==> src/rtl/sne_stream_tx.sv <==
// Packetizing uDMA stream transmitter: buffers engine event words in a FIFO and
// frames them into SOT/EOT-delimited packets closed by word count or flush.
module sne_stream_tx #(
  parameter int unsigned DATA_WIDTH = 32,
  parameter int unsigned FIFO_DEPTH = 8,
  parameter int unsigned LEN_WIDTH  = 16
) (
  input  logic                        clk_i,
  input  logic                        rst_ni,
  input  logic                        enable_i,
  input  logic [LEN_WIDTH-1:0]        pkt_len_i,
  input  logic                        flush_i,
  input  logic                        evt_valid_i,
  output logic                        evt_ready_o,
  input  logic [DATA_WIDTH-1:0]       evt_data_i,
  output logic [DATA_WIDTH-1:0]       udma_stream_data_o,
  output logic [1:0]                  udma_stream_datasize_o,
  output logic                        udma_stream_valid_o,
  output logic                        udma_stream_sot_o,
  output logic                        udma_stream_eot_o,
  input  logic                        udma_stream_ready_i,
  output logic [$clog2(FIFO_DEPTH):0] fifo_count_o,
  output logic                        pkt_done_o,
  output logic                        busy_o
);
  localparam int unsigned AW = $clog2(FIFO_DEPTH);
  localparam int unsigned CW = AW + 1;
  localparam logic [CW-1:0] DEPTH_C = CW'(FIFO_DEPTH);

  // state     | meaning
  // ST_STREAM | present the FIFO head as stream data
  // ST_TERM   | present a zero terminator word with EOT to close an empty open packet
  typedef enum logic {ST_STREAM, ST_TERM} state_e;

  state_e                state_q, state_d;
  logic [DATA_WIDTH-1:0] mem_q [FIFO_DEPTH];
  logic [DATA_WIDTH-1:0] mem_d [FIFO_DEPTH];
  logic [AW-1:0]         wr_ptr_q, wr_ptr_d;
  logic [AW-1:0]         rd_ptr_q, rd_ptr_d;
  logic [CW-1:0]         count_q, count_d;
  logic                  pkt_open_q, pkt_open_d;
  logic [LEN_WIDTH-1:0]  wcnt_q, wcnt_d;
  logic [LEN_WIDTH-1:0]  len_q, len_d;
  logic [CW-1:0]         flush_cnt_q, flush_cnt_d;
  logic                  flush_pend_q, flush_pend_d;
  logic                  pkt_done_q, pkt_done_d;

  logic                  push, pop, hs, term_hs;
  logic [LEN_WIDTH-1:0]  cur_len;
  logic [CW-1:0]         count_post;

  always_comb begin
    evt_ready_o = rst_ni & enable_i & (count_q != DEPTH_C);
    push        = evt_valid_i & evt_ready_o;

    // The SOT word has no latched length yet, so it uses the live one.
    if (pkt_open_q) begin
      cur_len = len_q;
    end else if (pkt_len_i == '0) begin
      cur_len = LEN_WIDTH'(1);
    end else begin
      cur_len = pkt_len_i;
    end

    udma_stream_valid_o = 1'b0;
    udma_stream_sot_o   = 1'b0;
    udma_stream_eot_o   = 1'b0;
    udma_stream_data_o  = '0;
    if (state_q == ST_TERM) begin
      udma_stream_valid_o = 1'b1;
      udma_stream_eot_o   = 1'b1;
    end else if (count_q != '0) begin
      udma_stream_valid_o = 1'b1;
      udma_stream_data_o  = mem_q[rd_ptr_q];
      udma_stream_sot_o   = ~pkt_open_q;
      udma_stream_eot_o   = (wcnt_q == cur_len - LEN_WIDTH'(1)) |
                            (flush_pend_q & (flush_cnt_q == CW'(1)));
    end

    hs         = udma_stream_valid_o & udma_stream_ready_i;
    pop        = hs & (state_q == ST_STREAM);
    term_hs    = hs & (state_q == ST_TERM);
    count_post = count_q + CW'(push) - CW'(pop);
  end

  always_comb begin
    mem_d = mem_q;
    if (push) begin
      mem_d[wr_ptr_q] = evt_data_i;
    end
    wr_ptr_d     = push ? wr_ptr_q + AW'(1) : wr_ptr_q;
    rd_ptr_d     = pop ? rd_ptr_q + AW'(1) : rd_ptr_q;
    count_d      = count_post;
    state_d      = state_q;
    pkt_open_d   = pkt_open_q;
    wcnt_d       = wcnt_q;
    len_d        = len_q;
    flush_cnt_d  = flush_cnt_q;
    flush_pend_d = flush_pend_q;
    pkt_done_d   = hs & udma_stream_eot_o;

    if (pop) begin
      if (!pkt_open_q) begin
        len_d = cur_len;
      end
      if (udma_stream_eot_o) begin
        pkt_open_d = 1'b0;
        wcnt_d     = '0;
      end else begin
        pkt_open_d = 1'b1;
        wcnt_d     = wcnt_q + LEN_WIDTH'(1);
      end
      if (flush_pend_q) begin
        if (flush_cnt_q == CW'(1)) begin
          flush_pend_d = 1'b0;
        end
        flush_cnt_d = flush_cnt_q - CW'(1);
      end
    end

    if (term_hs) begin
      state_d      = ST_STREAM;
      pkt_open_d   = 1'b0;
      wcnt_d       = '0;
      flush_pend_d = 1'b0;
    end

    // The flush mark is the last word buffered after this cycle's push/pop.
    if (flush_i && !flush_pend_q) begin
      if (count_post != '0) begin
        flush_pend_d = 1'b1;
        flush_cnt_d  = count_post;
      end else if (pkt_open_d) begin
        flush_pend_d = 1'b1;
        flush_cnt_d  = '0;
        state_d      = ST_TERM;
      end
    end
  end

  always_ff @(posedge clk_i) begin
    if (!rst_ni) begin
      state_q      <= ST_STREAM;
      wr_ptr_q     <= '0;
      rd_ptr_q     <= '0;
      count_q      <= '0;
      pkt_open_q   <= 1'b0;
      wcnt_q       <= '0;
      len_q        <= '0;
      flush_cnt_q  <= '0;
      flush_pend_q <= 1'b0;
      pkt_done_q   <= 1'b0;
    end else begin
      state_q      <= state_d;
      wr_ptr_q     <= wr_ptr_d;
      rd_ptr_q     <= rd_ptr_d;
      count_q      <= count_d;
      pkt_open_q   <= pkt_open_d;
      wcnt_q       <= wcnt_d;
      len_q        <= len_d;
      flush_cnt_q  <= flush_cnt_d;
      flush_pend_q <= flush_pend_d;
      pkt_done_q   <= pkt_done_d;
    end
  end

  always_ff @(posedge clk_i) begin
    mem_q <= mem_d;
  end

  assign udma_stream_datasize_o = 2'b10;
  assign fifo_count_o           = count_q;
  assign pkt_done_o             = pkt_done_q;
  assign busy_o                 = (count_q != '0) | pkt_open_q | flush_pend_q;

endmodule

==> config.mk <==
export PLATFORM = sky130hd
export DESIGN_NAME = sne_stream_tx
export DESIGN_NICKNAME = d
export VERILOG_FILES = /design/src/rtl/sne_stream_tx.sv
export SDC_FILE = /design/constraint.sdc
export NUM_CORES = 1
export LEC_CHECK = 0
export ABC_CLOCK_PERIOD_IN_PS = 4700
export CAP_MARGIN = 20
export CORE_ASPECT_RATIO = 0.7
export CORE_MARGIN = 2
export CORE_UTILIZATION = 58
export DETAILED_ROUTE_END_ITERATION = 10
export MAX_ROUTING_LAYER = met4
export PLACE_DENSITY = 0.89
export SLEW_MARGIN = 10
export SYNTH_ARGS = -nofsm -noshare
export SYNTH_HDL_FRONTEND = slang
export SYNTH_SLANG_ARGS = --single-unit
==> constraint.sdc <==
create_clock -name clk_i -period 4.7 [get_ports clk_i]
set_input_delay 0.94 -clock clk_i [delete_from_list [all_inputs] [get_ports clk_i]]
set_output_delay 0.94 -clock clk_i [all_outputs]
set_load 0.005 [all_outputs]
==> flow_summary.json, run 1 <==
{
  "drive_gt1_share_pct": 22.4,
  "cts_tree": "yes",
  "synth_top_family_by_area": "multiplexers",
  "clk_pin_slew_ns": 0.06,
  "critPathMaxStageDelay_ns": 0.34,
  "start_util_pct": 59.8,
  "path_buf_inv": 9,
  "avgSynthCellArea_um2": 16.0,
  "clock_path_buffers": 3,
  "synth_area_um2": 13100,
  "period_needed_ns": 4.55,
  "synthArstFlopShare_pct": 0,
  "crit_chain": "dlygate4sd2_1 -> nor3_2 -> nand2_2 -> o311ai_4 -> o21ai_2 -> buf_4 -> buf_4 -> buf_4 -> buf_4 -> buf_4 -> buf_4 -> buf_4 -> xor2_1 -> nor4_4 -> a21oi_4 -> nor2_2 -> buf_2",
  "htree_levels": 1,
  "fin_crit_sh_pct": 96.8,
  "critical_path_cell_count": 17,
  "end_kind": "output pin",
  "routabilityCongestion": 0.906,
  "diodes": 0,
  "skew_ns": 0.0126,
  "whs_ns": 0.466,
  "syn_inst": 821,
  "grt_max_degree": 45,
  "portBuffers": 95,
  "crit_fanout": 2,
  "ys_top_cells_by_area": "edfxtp_1 (59%), mux4_2 (11%), dfxtp_1 (7.6%)",
  "max_slew_margin_pct": 49.8,
  "r2r_start": "fifo_count_o[2]",
  "cp_data_arrival_time_ns": 3.61,
  "synth_xor_area_share_pct": 3.12,
  "fp.dieH_um": 130,
  "synth_mux_area_share_pct": 14.7,
  "synthTopCellsByCount": "edfxtp_1 (256), nand2_1 (70), mux4_2 (64), nor2_1 (60), dfxtp_1 (50)",
  "ir_drop_mv": 0.363,
  "timing.rr.end": "flush_pend_q",
  "core_um2": 21900,
  "cts_sinks": 306,
  "rr_worst_depth": 17,
  "seq_area_frac_synth_pct": 66.3,
  "drt_pre_antenna_iters": 5,
  "p_per_area_nw_per_um2": 502,
  "row_count": 45,
  "synth_seq_cells": 306,
  "dp_hpwl_um": 17300,
  "area_growth_pct": 19.7,
  "viasPerCell": 6.03,
  "drc_errors": 0,
  "num-nets-final": 1028,
  "finalPower_mw": 7.87,
  "die-area_um2": 23800,
  "synth_compound_area_share_pct": 3.98,
  "detail_route.wl_per_cell_um": 22.5,
  "cpMostUsedCell": "buf_4",
  "post-synth-top-count-cell": "edfxtp_1",
  "ys.flop_type": "edfxtp_1",
  "worst_path_max_delay_cell": "nor4_4",
  "hold_start": "len_q[15]",
  "grt_pass1_vias": 7639,
  "grt_pass1_wl_um": 43700,
  "utilization_pct": 71.6,
  "final_hold_viol_count": 0,
  "yosysTopAreaCellShare_pct": 58.7,
  "grt.total_usage_pct": 25.1,
  "min_path_cells": 2,
  "synthDistinctLibCells": 72,
  "drtIter0Drc": 768,
  "cp-start-kind": "input pin",
  "ff2ff_setup_slack_ns": 1.26,
  "wl_um": 28500,
  "cts_buffers": 28,
  "clock-root-buffer": "clkbuf_16",
  "overflow": 0,
  "synth_fp_nets": 888,
  "yosys_warnings": 0,
  "clk_latency_ns": 0.54,
  "synth_area_leader_cell": "edfxtp_1",
  "vias": 7622,
  "tightestPinTransition_ns": 0.748,
  "worstSetupPathType": "input pin to output pin",
  "synth_adder_area_share_pct": 1.30,
  "die_w_um": 184,
  "pin_count": 98,
  "antenna_found_initial": 0,
  "setup_viol": 0,
  "clock.fmax_mhz": 220,
  "min_to": "len_q[15]",
  "ctsHoldBuffers": 0,
  "power_leakage_nw": 5.20,
  "required_ns": 3.76,
  "synth-simple-area-share_pct": 8.73,
  "hold_path.class": "flop to flop",
  "cp_top_family": "buffers and inverters",
  "cap_violations": 0,
  "slew_violations": 0,
  "ant_nets": 0,
  "status": "finished, final reports clean",
  "synth_edf_count": 256
}
sequential cells by signal, summed over array words and instances, names as in the netlist:
name          flops
fifo_count_o      4
pkt_done_o        1
rd_ptr_q          3
len_q            16
flush_pend_q      1
wr_ptr_q          3
flush_cnt_q       4
state_q           1
wcnt_q           16
pkt_open_q        1
mem_q           256
where the power goes:
group          total (mW)  leakage (nW)  internal [mW]  switching, mW
sequential           3.20          2.71           3.05          0.158
combinational        2.52          2.07           1.31           1.21
clock                2.14         0.414           1.19          0.955
total                7.87          5.20           5.54           2.33
placed cells by master, fill, tap and decap left out, types with 8 or more instances in the layout:
master,synthesis,layout
ha_1,12,11
clkdlybuf4s50_1,0,79
xor2_1,23,23
mux4_2,64,64
clkbuf_1,22,8
buf_4,4,48
inv_1,14,14
a21boi_0,17,17
and2_1,8,8
nor2_2,10,11
dfxtp_1,50,47
mux2i_1,42,42
xnor2_1,20,19
nor2_1,60,53
a21oi_1,11,11
nand2_1,70,68
edfxtp_1,256,256
clkbuf_16,0,29
dlymetal6s2s_1,0,8
nand3_1,13,13
nor3_1,15,10
and3_1,8,8
routing by layer:
layer | global-route usage (%) | routed length [um]
met5 | - | 0
met4 | 5.32 | 460
met2 | 40.4 | 13900
met1 | 35.0 | 12300
met3 | 3.46 | 1780
how the worst max path moves through the flow:
stage,from,end,slack (ns)
6_report,pkt_len_i[15],udma_stream_eot_o,0.15
5_1_grt,pkt_len_i[15],udma_stream_eot_o,-0.01
4_1_cts,pkt_len_i[2],udma_stream_eot_o,0.003
3_5_place_dp,pkt_len_i[12],udma_stream_eot_o,-0.53
3_3_place_gp,pkt_len_i[11],udma_stream_eot_o,-0.42
2_1_floorplan,pkt_len_i[11],udma_stream_eot_o,0.43
cell type report:
type / count / area (um^2)
repair buffers: 148 / 1410
inverters: 15 / 56.3
well taps: 282 / 353
clock buffers: 37 / 756
flip-flops and latches: 306 / 8690
multi-input cells: 462 / 4310
clock inverters: 13 / 97.6
fillers: 1310 / 6220
worst reg2reg max path, stage by stage, from the launching register on:
cell      delay (ns)
dfxtp_1         0.33
inv_1           0.08
ha_1            0.19
nand2_1         0.16
nand2b_2        0.08
or2_2           0.37
inv_1           0.11
ha_1            0.23
inv_1           0.05
ha_1            0.15
inv_1           0.06
fa_1            0.39
xnor2_1         0.17
nor3b_1         0.19
nand2_1         0.12
a21oi_1         0.35
nand2_1         0.10
o211a_1         0.22
timing repair:
action,in CTS,in global routing
setup endpoints to repair,1,1
pin swaps,11,15
resized for setup,18,21
buffers inserted,7,0
kinds of logic (layout without fill, tap and decap cells):
group	Yosys count	in the layout
buffers and inverters	53	213
adders and majority gates	13	13
muxes	111	111
AOI/OAI and AO/OA	65	65
and+or+nand+nor	226	226
other	2	2
DFF	306	306
xor gates and xnor gates	45	45
per-stage QoR:
step	cells	setup TNS, ns	instance area, um^2	worst slack [ns]
2_1_floorplan	821	0	13100	0.432
3_3_place_gp	1206	-0.417	14700	-0.417
3_5_place_dp	1206	-0.534	14700	-0.534
4_1_cts	1263	0	15600	0.00256
5_1_grt	1263	-0.0136	15700	-0.0136
6_report	1263	0	15700	0.151
Note: power is estimated with default switching activity, not from simulation.
==> run 2, diff against run 1 <==
--- a/config.mk
+++ b/config.mk
@@ -5,7 +5,6 @@
 export SDC_FILE = /design/constraint.sdc
 export NUM_CORES = 1
 export LEC_CHECK = 0
-export ABC_CLOCK_PERIOD_IN_PS = 4700
 export CAP_MARGIN = 20
 export CORE_ASPECT_RATIO = 0.7
 export CORE_MARGIN = 2
==> results of run 2 <==
The final DEF is identical to that of run 1; final timing and power are the same.
==> run 3, diff against run 2 <==
--- a/config.mk
+++ b/config.mk
@@ -10,9 +10,11 @@
 export CORE_MARGIN = 2
 export CORE_UTILIZATION = 58
 export DETAILED_ROUTE_END_ITERATION = 10
+export GPL_TIMING_DRIVEN = 0
 export MAX_ROUTING_LAYER = met4
 export PLACE_DENSITY = 0.89
 export SLEW_MARGIN = 10
 export SYNTH_ARGS = -nofsm -noshare
 export SYNTH_HDL_FRONTEND = slang
 export SYNTH_SLANG_ARGS = --single-unit
+export TNS_END_PERCENT = 30
==> run 3 against run 2 <==
- utilization rose by 0.097 points
- combinational power rose by 3%
- critical path depth fell by 3
- die area did not move
- register-to-register slack got worse by 0.57 ns
- final area rose by 0.14%
- clock-buffer cell count fell by 6
- highest routed layer unchanged
- global-route usage rose by 1.3 points
- flip-flop and latch count did not move
- sequential power fell by 2%
- power rose by 2.0%
- hold slack improved by 0.0086 ns
==> flow_summary.json, run 3 (synthesis results as in run 1) <==
{
  "pre_cts_ws_ns": -1.00,
  "cts_tree": "yes",
  "most-common-layout-cells": "edfxtp_1 (256), clkdlybuf4s50_1 (79), nand2_1 (69)",
  "grt_pass1_vias": 7774,
  "grt_max_degree": 25,
  "ant_nets": 0,
  "drc_errors": 0,
  "start_util_pct": 59.8,
  "tightestPinTransition_ns": 1.07,
  "ir_drop_mv": 0.389,
  "routabilityCongestion": 0.872,
  "num-nets-final": 1037,
  "cts_buffers": 28,
  "htree_levels": 1,
  "end_kind": "output pin",
  "rsz0062_at_grt": "true",
  "crit_fanout": 5,
  "max_slew_margin_pct": 28.5,
  "largestRegisters": "mem_q x256, len_q x16, wcnt_q x16",
  "clock_path_buffers": 3,
  "cap_violations": 0,
  "grt_pass1_wl_um": 45400,
  "worstSetupPathType": "input pin to output pin",
  "wl_um": 30000,
  "hold_path.class": "flop to flop",
  "fin_area_um2": 15700,
  "cp_data_arrival_time_ns": 3.66,
  "drive_gt1_share_pct": 20.7,
  "clock.fmax_mhz": 218,
  "setup-tns-final_ns": 0,
  "cp-start-kind": "input pin",
  "power_leakage_nw": 5.11,
  "skew_ns": 0.00739,
  "whs_ns": 0.475,
  "final_common_cell": "edfxtp_1",
  "setup_viol": 0,
  "clock-root-buffer": "clkbuf_16",
  "die-area_um2": 23800,
  "fin_cells": 1275,
  "period_needed_ns": 4.60,
  "p_per_area_nw_per_um2": 511,
  "status": "finished, final reports clean",
  "cts_sinks": 306,
  "antenna_found_initial": 1,
  "slew_violations": 0,
  "clk_latency_ns": 0.54,
  "finalPower_mw": 8.02,
  "drtIter0Drc": 623,
  "dp_hpwl_um": 18700,
  "grt.total_usage_pct": 26.4,
  "die_w_um": 184,
  "fin_crit_sh_pct": 97.8,
  "area_growth_pct": 19.9,
  "drt_pre_antenna_iters": 5,
  "dpl.cell_count": 1212,
  "clk_pin_slew_ns": 0.07,
  "portBuffers": 95,
  "fin_ws_ns": 0.105,
  "pin_count": 98,
  "regMostFlops": "mem_q",
  "largest_reg_flops": 256,
  "fp.dieH_um": 130,
  "overflow": 0,
  "required_ns": 3.76,
  "viasPerCell": 6.11,
  "row_count": 45,
  "core_um2": 21900,
  "detail_route.wl_per_cell_um": 23.5,
  "vias": 7791,
  "final_hold_viol_count": 0,
  "placed_cell_area_um2": 14700,
  "utilization_pct": 71.7
}
==> run 3: changes by cell type in the layout (fill, tap and decap cells not counted), sizes merged <==
cell           before  now
clkdlybuf4s15       1    3
bufinv              1    3
diode               0    1
dlygate4sd2         4   11
clkinv              8   16
dlymetal6s2s        8    0
inv                17   15
clkbuf             39   56
buf                54   39
==> run 3: what timing repair did <==
item / CTS / global route
pin swaps: 9 / 10
setup endpoints to repair: 3 / 35
buffers inserted: 6 / 6
hold buffers: 0 / 0
gates resized for setup: 27 / 18
==> run 3: final timing paths <==
check / startpoint / end / slack, ns / depth (start not counted)
min: len_q[15] / len_q[15] / 0.47 / 2
max reg2reg: fifo_count_o[1] / flush_cnt_q[3] / 0.69 / 17
min reg2reg: len_q[15] / len_q[15] / 0.47 / 2
max: pkt_len_i[2] / udma_stream_eot_o / 0.10 / 14
==> run 3: final cells by class <==
cell class	count	area, um^2
clock inverters	21	195
plain buffers	36	178
inverters	15	60.1
well taps	282	353
diodes	1	2.50
multi-input cells	462	4280
flip-flops and latches	306	8690
clock buffers	31	733
repair buffers	121	1210
fillers	1303	6200
==> run 3: worst max-delay path, stage by stage <==
cell and delay [ns]:
dlygate4sd2_1 0.30, or3_4 0.42, o311ai_2 0.22, o21ai_1 0.14, ha_2 0.24, xnor2_1 0.14
xnor2_1 0.27, nand2_1 0.09, nor3_1 0.15, o211ai_1 0.16, nor4_4 0.27, a21oi_4 0.11
nor2_1 0.11, buf_2 0.12
==> run 3: power by group <==
part	total [mW]	internal, mW	switching (mW)
Combinational	2.59	1.27	1.32
Sequential	3.14	3.04	0.0968
Clock	2.30	1.30	1.00
==> run 3: layer usage <==
layer,share of wire (%),vias up,global-route usage (%)
li1,-,3441,-
met1,41,3950,37.0
met2,49,363,42.3
met3,8.4,37,3.63
met4,1.5,0,5.65
met5,0,-,-
